### src/rtl/vga_grid_capture.sv
// vga_grid_capture: locks onto a VGA timing stream and captures a 10x22 cell
// playfield by sampling the pixel colour at the centre of every cell. A frame
// is published on grid_o only when it was captured entirely while locked.
module vga_grid_capture #(
  parameter int H_ACTIVE = 640,
  parameter int H_FP     = 16,
  parameter int H_SYNC   = 96,
  parameter int H_BP     = 48,
  parameter int V_ACTIVE = 480,
  parameter int V_FP     = 10,
  parameter int V_SYNC   = 2,
  parameter int V_BP     = 33,
  parameter int GRID_X0  = 220,
  parameter int GRID_Y0  = 20,
  parameter int CELL     = 20
) (
  input  logic                   clk,
  input  logic                   rst_n,
  input  logic                   hsync_i,
  input  logic                   vsync_i,
  input  logic [2:0]             color_i,
  output logic [21:0][9:0][2:0]  grid_o,
  output logic                   frame_valid_o,
  output logic                   locked_o,
  output logic                   sync_err_o,
  output logic [7:0]             frame_cnt_o
);

  localparam int COLS    = 10;
  localparam int ROWS    = 22;
  localparam int H_TOTAL = H_ACTIVE + H_FP + H_SYNC + H_BP;
  localparam int V_TOTAL = V_ACTIVE + V_FP + V_SYNC + V_BP;
  localparam int H_OFS   = H_SYNC + H_BP;
  localparam int V_OFS   = V_SYNC + V_BP;
  localparam int CW      = 16;

  localparam logic [CW-1:0] CNT_MAX   = '1;
  localparam logic [CW-1:0] H_LAST    = CW'(H_TOTAL - 1);
  localparam logic [CW-1:0] V_TOTAL_C = CW'(V_TOTAL);

  typedef enum logic [1:0] {HUNT, ALIGN, LOCKED} state_t;

  state_t                  state;
  logic                    hs, vs, hs_d, vs_d;
  logic [2:0]              col;
  logic                    hs_fall, vs_fall;
  logic [CW-1:0]           hcnt_q, vcnt_q, hcount, vcount;
  logic [CW-1:0]           edge_cnt;
  logic                    line_ok, line_err;
  logic [CW:0]             px_ext, py_ext;
  logic                    px_act, py_act;
  logic                    col_hit, row_hit;
  logic [3:0]              col_idx;
  logic [4:0]              row_idx;
  logic [21:0][9:0][2:0]   shadow;

  // Register the raw inputs once and keep one extra sample of the syncs so
  // falling edges can be seen as "was 1, now 0".
  always_ff @(posedge clk or negedge rst_n) begin
    if (!rst_n) begin
      hs   <= 1'b1;
      vs   <= 1'b1;
      hs_d <= 1'b1;
      vs_d <= 1'b1;
      col  <= '0;
    end else begin
      hs   <= hsync_i;
      vs   <= vsync_i;
      hs_d <= hs;
      vs_d <= vs;
      col  <= color_i;
    end
  end

  assign hs_fall = hs_d & ~hs;
  assign vs_fall = vs_d & ~vs;

  // A line is bad if an hs edge arrives at the wrong spacing, or if the
  // counter reaches a full line length without seeing one.
  assign line_err = hs_fall ? (hcnt_q != H_LAST) : (hcnt_q == H_LAST);

  // Current-cycle pixel and line positions; both saturate instead of wrapping
  // so a missing sync cannot alias back into the active area.
  always_comb begin
    hcount = hcnt_q;
    vcount = vcnt_q;
    if (hs_fall) begin
      hcount = '0;
    end else if (hcnt_q != CNT_MAX) begin
      hcount = hcnt_q + CW'(1);
    end
    if (vs_fall) begin
      vcount = '0;
    end else if (hs_fall && (vcnt_q != CNT_MAX)) begin
      vcount = vcnt_q + CW'(1);
    end
  end

  assign px_ext = {1'b0, hcount} - (CW+1)'(H_OFS);
  assign py_ext = {1'b0, vcount} - (CW+1)'(V_OFS);
  assign px_act = ~px_ext[CW] && (px_ext[CW-1:0] < CW'(H_ACTIVE));
  assign py_act = ~py_ext[CW] && (py_ext[CW-1:0] < CW'(V_ACTIVE));

  // Decode whether the current pixel sits at the centre of a cell column/row.
  always_comb begin
    col_hit = 1'b0;
    col_idx = '0;
    row_hit = 1'b0;
    row_idx = '0;
    for (int c = 0; c < COLS; c++) begin
      if (px_ext[CW-1:0] == CW'(GRID_X0 + c*CELL + CELL/2)) begin
        col_hit = 1'b1;
        col_idx = 4'(c);
      end
    end
    for (int r = 0; r < ROWS; r++) begin
      if (py_ext[CW-1:0] == CW'(GRID_Y0 + r*CELL + CELL/2)) begin
        row_hit = 1'b1;
        row_idx = 5'(r);
      end
    end
  end

  // Line/frame counters plus the per-frame line count and spacing health
  // used to decide whether a frame is good enough to lock onto.
  always_ff @(posedge clk or negedge rst_n) begin
    if (!rst_n) begin
      hcnt_q   <= '0;
      vcnt_q   <= '0;
      edge_cnt <= '0;
      line_ok  <= 1'b1;
    end else begin
      hcnt_q <= hcount;
      vcnt_q <= vcount;
      if (vs_fall) begin
        edge_cnt <= hs_fall ? CW'(1) : '0;
        line_ok  <= 1'b1;
      end else begin
        if (hs_fall && (edge_cnt != CNT_MAX)) begin
          edge_cnt <= edge_cnt + CW'(1);
        end
        if (line_err) begin
          line_ok <= 1'b0;
        end
      end
    end
  end

  // Sample each cell centre into the shadow buffer; it is only ever exposed
  // through a publish, so partial frames never reach grid_o.
  always_ff @(posedge clk or negedge rst_n) begin
    if (!rst_n) begin
      shadow <= '0;
    end else if (px_act && py_act && col_hit && row_hit) begin
      shadow[row_idx][col_idx] <= col;
    end
  end

  // Lock state machine with registered outputs; publishing copies the shadow
  // on a clean vs edge while locked, errors drop straight back to HUNT.
  always_ff @(posedge clk or negedge rst_n) begin
    if (!rst_n) begin
      state         <= HUNT;
      grid_o        <= '0;
      frame_valid_o <= 1'b0;
      locked_o      <= 1'b0;
      sync_err_o    <= 1'b0;
      frame_cnt_o   <= '0;
    end else begin
      frame_valid_o <= 1'b0;
      sync_err_o    <= 1'b0;
      case (state)
        HUNT: begin
          if (vs_fall) begin
            state <= ALIGN;
          end
        end
        ALIGN: begin
          if (vs_fall && (edge_cnt == V_TOTAL_C) && line_ok && !line_err) begin
            state    <= LOCKED;
            locked_o <= 1'b1;
          end
        end
        LOCKED: begin
          if (line_err || (vs_fall && (edge_cnt != V_TOTAL_C))) begin
            state      <= HUNT;
            locked_o   <= 1'b0;
            sync_err_o <= 1'b1;
          end else if (vs_fall) begin
            grid_o        <= shadow;
            frame_valid_o <= 1'b1;
            frame_cnt_o   <= frame_cnt_o + 8'd1;
          end
        end
        default: begin
          state    <= HUNT;
          locked_o <= 1'b0;
        end
      endcase
    end
  end

endmodule

### config.mk
export PLATFORM = sky130hd
export DESIGN_NAME = vga_grid_capture
export DESIGN_NICKNAME = d
export VERILOG_FILES = /design/src/rtl/vga_grid_capture.sv
export SDC_FILE = /design/constraint.sdc
export NUM_CORES = 2
export LEC_CHECK = 0
export BUFFER_PORTS_ARGS = -buffer_cell sky130_fd_sc_hd__buf_2
export CORE_UTILIZATION = 52
export DETAILED_ROUTE_END_ITERATION = 8
export PLACE_DENSITY = 0.74
export SLEW_MARGIN = 20
export SYNTH_ARGS = -nofsm -noshare
export SYNTH_HDL_FRONTEND = slang
export SYNTH_SLANG_ARGS = --single-unit
### constraint.sdc
create_clock -name clk -period 4.2 [get_ports clk]
set_input_delay 1.05 -clock clk [delete_from_list [all_inputs] [get_ports clk]]
set_output_delay 1.05 -clock clk [all_outputs]
set_load 0.05 [all_outputs]
# Yosys cells after proc, flatten, opt, wreduce, memory -nomap -nowiden
# Cells that the tools add are included.
classes:
  n_lt_le_gt_ge: 6
  muxes: 89
  reduce_logical: 21
  bitwise: 8
  n_eq_ne: 44
  add_sub_neg: 6
ops:
  columns: ["op", "n"]
  rows:
  - ["$bwmux 660", 1]
  - ["$eq 16x9->1 const B", 18]
  - ["$demux 30 s5", 1]
  - ["$eq 16x8->1 const B", 9]
  - ["$mux 5", 20]
  - ["$mux 16", 6]
  - ["$add 16x1->16 const B", 3]
  - ["$eq 16x7->1 const B", 3]
  - ["$ne 16x16->1 const B", 3]
  - ["$mux 1", 45]
  - ["$eq 16x10->1 const B", 2]
  - ["$mux 4", 8]
  - ["$ne 16x10->1 const B", 2]
  - ["$mux 30", 1]
  - ["$sub 16x6->17 const B", 1]
  - ["$sub 16x8->17 const B", 1]
  - ["$eq 16x5->1 const B", 1]
  - ["$eq 16x6->1 const B", 1]
  - ["$lt 16x10->1 const B", 1]
  - ["$lt 16x9->1 const B", 1]
  - ["$logic_and 1x1->1", 13]
  - ["$demux 3 s4", 1]
  - ["$reduce_and 3->1", 3]
  - ["$add 8x1->8 const B", 1]
  - ["17 further kinds", 28]
word_totals:
  register_bits: 1389
  output_inout_bits: 671

# Longest topological paths before layout
logic_depth:
  depth_word: 33
  ltp_mapped: 16
  depth_no_buf: 13

# Worst setup path after synthesis
# No wires, ideal clock.
synth_timing:
  kind: "flip-flop to flip-flop"
  start: "register hcnt_q[1]"
  end: "register shadow[312] (netlist name)"
  path_buffers: 2
  setup_slack_ps: 72
  setup_time_ps: 128
  stages_incl_launch_ff: 14
  t_required_ps: 4072
  arrival_time_ps: 4000
  path_cell_list: "dfrtp_1 ha_1 nand3_1 or4_1 buf_2 mux2_1 or4_1 o32ai_2 a21oi_1 or3_1 or4_4 buf_6 nor3b_4 mux2_1"
synth_via:
  elab_chain_len: 21
  word_cells_on_any_way: 48
synth_rtl:
  columns: ["element", "line_no", "text"]
  rows:
  - ["from (decl)", "47", "logic [CW-1:0] hcnt_q, vcnt_q, hcount, vcount;"]
  - ["from (signal assigned)", "133", "hcnt_q <= hcount;"]
  - ["$add 16x1->16 or $ne 16x16->1 (tied branches)", "90, 89", null]
  - ["$mux 16 *", "89", "end else if (hcnt_q != CNT_MAX) begin"]
  - ["$mux 16 *", "87", "if (hs_fall) begin"]
  - ["$sub 16x8->17 *", "99", "assign px_ext = {1'b0, hcount} - (CW+1)'(H_OFS);"]
  - ["$eq 16x8->1", "111", "if (px_ext[CW-1:0] == CW'(GRID_X0 + c*CELL + CELL/2)) begin"]
  - ["$mux 1", "111", null]
  - ["$mux 4 (8 in a row)", "111", null]
  - ["$lt 4x5->1 (implied by the code) or $ge 4x1->1 (tied branches)", "155", "shadow[row_idx][col_idx] <= col;"]
  - ["$logic_and 1x1->1 (implied by the code)", "155", null]
  - ["$mux 3 (implied by the code)", "155", null]
  - ["$demux 3 s4", "155", null]
  - ["$mux 30 (implied by the code)", "155", null]
  - ["$demux 30 s5", "155", null]
  - ["$bwmux 660", "155", null]
  - ["to (signal, indexed assignment)", "155", null]
  - ["to (decl)", "55", "logic [21:0][9:0][2:0] shadow;"]
# Every way passes the cells marked *; elsewhere a longest branch is shown, timed or not.
# A chain may end at the register's enable or synchronous reset.

# Worst setup path after layout
layout_timing:
  start: "register hcnt_q[5]"
  end: "register shadow[552] (netlist name)"
# Same word-level chain as after synthesis.

==> results.toml <==
[logic_synthesis]
post-synth-top-area-cell = "dfrtp_1"
yosysMostFrequentCell = "nand2_1"
synth.cell_area_sq_um = 55900
synth-edff-count = 0
post_synth_num_cell_types = 85
yosys-top-cells-count = "2069 x nand2_1, 1384 x dfrtp_1, 605 x mux2_2, 262 x clkbuf_1, 155 x nor2_1"
async_sr_flop_fraction_pct = 100
post_synth_inst_count = 5160
synth_ff_type = "dfrtp_1"
synthTopCellsByArea = "dfrtp_1 62%, nand2_1 14%, mux2_2 12%, clkbuf_1 1.8%, mux2_1 1.2%"
synth_top_area_share_pct = 62.0
flip_flop_and_latch_count_after_synthesis = 1389
mappedNetlistNets = 5172
synth_area_per_cell_sq_um = 10.8
seq_area_frac_synth_pct = 62.2
ys_warn_count = 0

[clock_network]
hold_buffers = 0
cts_buffers = 142
clk_transition_reported_paths_ps = 60
tritoncts_clock_tree = "done"
clkLatencyLatePin_ps = 760
cts_buffer_depth = 3
cts_num_sinks = 1389
cts-root-buf = "clkbuf_16"
h-tree-depth = 4

[grt]
grt_overflow = 0
busiest_layer = "met2"
grt_antenna_before_repair = 2
grt_util_met3_pct = 7.81
grt_first_pass_wirelength_mm = 255
globalRouteMet1Util_pct = 40.4
groute.usage.overall_pct = 31.0
grt_pass1_vias = 42700
grt_max_degree = 144
global_route.usage.met2_pct = 49.3

[cells_and_area]
fin_nets = 6103
proportion_of_layout_cells_with_a_drive_suffix_above_1_pct = 34.2
antenna_cells_inserted = 0
design_area_sq_um = 69600
count_of_filler_cells_inserted_in_the_layout = 8108
area_growth_syn_to_layout_pct = 24.5

[pwr]
power.net_switching_mw = 6.00
ir_drop_mv = 0.318
internal_power_mw = 21.4
power.share.switching_pct = 21.9
leakagePower_nw = 39.0
powerDensity_nw_per_um2 = 394
seq_power_share_pct = 49.2
power.clock.fraction_pct = 47.8
share_comb_of_total_power_pct = 3.0

[route]
wl_per_cell_um = 22.5
dr.pass1.iters = 5
total_number_of_vias = 42100
dr.first_iter.drc_count = 3095
drc_errors = 0
final_antenna_net_count = 0
routed_wirelength_mm = 171
post_drt_via_cell_ratio = 5.55

[timing]
tightestPinTransition_ps = 858
max_freq_ghz = 0.239
hold_violations = 0
final-setup-viol-count = 0
maxSlewHeadroom_pct = 42.8
period_share_pct = 99.6
period_needed_ps = 4180
rsz0062_at_grt = "true"
final-max-slew-violation-count = 0
worst_clock_skew_ps = 29.8
setup_tns_final_ps = 0

[outcome]
run_status = "finished clean"

[place]
post_dp_cell_area_sq_um = 63500
place.gp.congestion = 0.913
port_buffers = 677
dp_hpwl_mm = 114

[die]
ioPinCount = 678
design.die.area_sq_um = 109000
placementRows = 119
core_region_area_sq_um = 106000
floorplan.die.width_um = 330
die_height_um = 330
floorplan.initialDensity_pct = 52.8

[critical_path]
critical-path-slowest-cell = "or4_4"
max_stage_delay_ps = 660
crit_path_cell_trace = "nand4_4 > buf_4 > buf_4 > nor4_2 > buf_4 > o22ai_1 > o211a_1 > buf_4 > and4_1 > o21ai_2 > buf_6 > buf_4 > nor2_2 > or4_4 > clkbuf_16 > nor3_4 > mux2_1"
type_of_the_worst_setup_path = "reg -> reg"
worstSetupStartpointType = "flop"
worstSetupEndpointType = "flop"
worst-path-max-fanout = 6
critPathRequiredTime_ps = 4830
crit_arrival_ps = 4810
crit_top_cell = "buf_4"

[worst_hold_path]
timing.hold.worst.class = "in -> async"

[flow_run]
drv.max_cap_violation_count = 0
==> power by group through the flow <==
stage	logic, mW	clock network [mW]	registers, mW
2_1_floorplan	0.272	0	13.7
3_3_place_gp	0.793	0	13.7
3_5_place_dp	0.797	0	13.7
4_1_cts	0.810	13.3	13.5
5_1_grt	0.922	13.8	13.5
6_report	0.831	13.1	13.5
==> layout by cell type, fill, tap and decap left out, types with 22 or more instances in the layout <==
cell type,instances
nand2_1,2068
clkbuf_1,24
dfrtp_1,1379
nor2_1,127
mux2_2,593
o21ai_0,31
buf_4,322
nor3_1,38
a21oi_1,28
clkbuf_8,37
nand4_1,44
mux2_1,30
buf_2,676
nor3_4,34
nor2_2,25
mux2_4,42
clkbuf_16,150
buf_12,59
and3_1,22
nand3_1,82
==> kinds of logic (layout without fill, tap and decap cells) <==
| group | Yosys count | in the layout | share of synthesized area (%) |
|---|---|---|---|
| simple gates | 2596 | 2596 | 19.5 |
| flops | 1389 | 1389 | 62.2 |
| mux | 671 | 671 | 13.5 |
| buf+inv | 308 | 1348 | 2.17 |
| compound gates | 161 | 161 | 1.99 |
| xor+xnor | 30 | 30 | 0.470 |
| fa+ha+maj | 5 | 5 | 0.112 |
==> state kept, by name, indices dropped and copies added (netlist names) <==
register,cells
hs,1
hs_d,1
hcnt_q,16
grid_o,660
vcnt_q,16
vs,1
edge_cnt,16
sync_err_o,1
shadow,660
frame_cnt_o,8
line_ok,1
state,2
vs_d,1
locked_o,1
col,3
frame_valid_o,1
==> final timing paths <==
path | from | cells after the start | slack (ps) | end
setup reg to reg | hcnt_q[5] | 17 | 20 | shadow[552]
min in group clk | hs | 0 | 400 | hs_d
hold / removal | rst_n | 1 | 250 | grid_o[633]
setup / recovery | hcnt_q[5] | 17 | 20 | shadow[552]
max in group asynchronous | rst_n | 3 | 2760 | col[1]
hold reg to reg | hs | 0 | 400 | hs_d
==> per-layer routing <==
| layer | part of all wire (%) | vias to the layer above |
|---|---|---|
| li1 | - | 18800 |
| met1 | 41 | 21500 |
| met2 | 47 | 1493 |
| met3 | 7.8 | 354 |
| met4 | 4.3 | 2 |
| met5 | 0.0064 | - |
==> layout make-up <==
class	count	area [sq um]	area share (%)
Sequential cell	1389	34800	50.0
Tap cell	1391	1740	2.50
Clock buffer	207	4250	6.11
Clock inverter	46	619	0.890
Multi-Input combinational cell	3463	20800	29.9
Inverter	19	71.3	0.103
Timing Repair Buffer	1076	7300	10.5
==> critical path: cells and delay by family (launching register included) <==
kind,cells,cell delay [ps]
simple gates,6,1590
compound gates,3,520
mux,1,360
flops,1,410
buf+inv,7,1170
==> per-stage QoR <==
stage                     setup slack [ps]  total power [mW]  util, %  instances  hold WS [ps]
after floorplan                       72.3              14.0        -       5160           358
after global placement                -145              14.5     60.0       7312           384
after CTS                            -25.4              27.5     64.8       7570           237
after global routing                  -112              28.2     65.7       7591           257
after detailed placement              -206              14.5     60.0       7312           384
final                                 18.0              27.4     65.7       7591           255
==> what timing repair did <==
action                     CTS  global route
setup endpoints to repair  359           528
pin swaps                    5            29
buffers inserted             4            17
gates cloned                 1             4
gates resized for setup     33           158
Note: power is estimated with default switching activity, not from simulation.
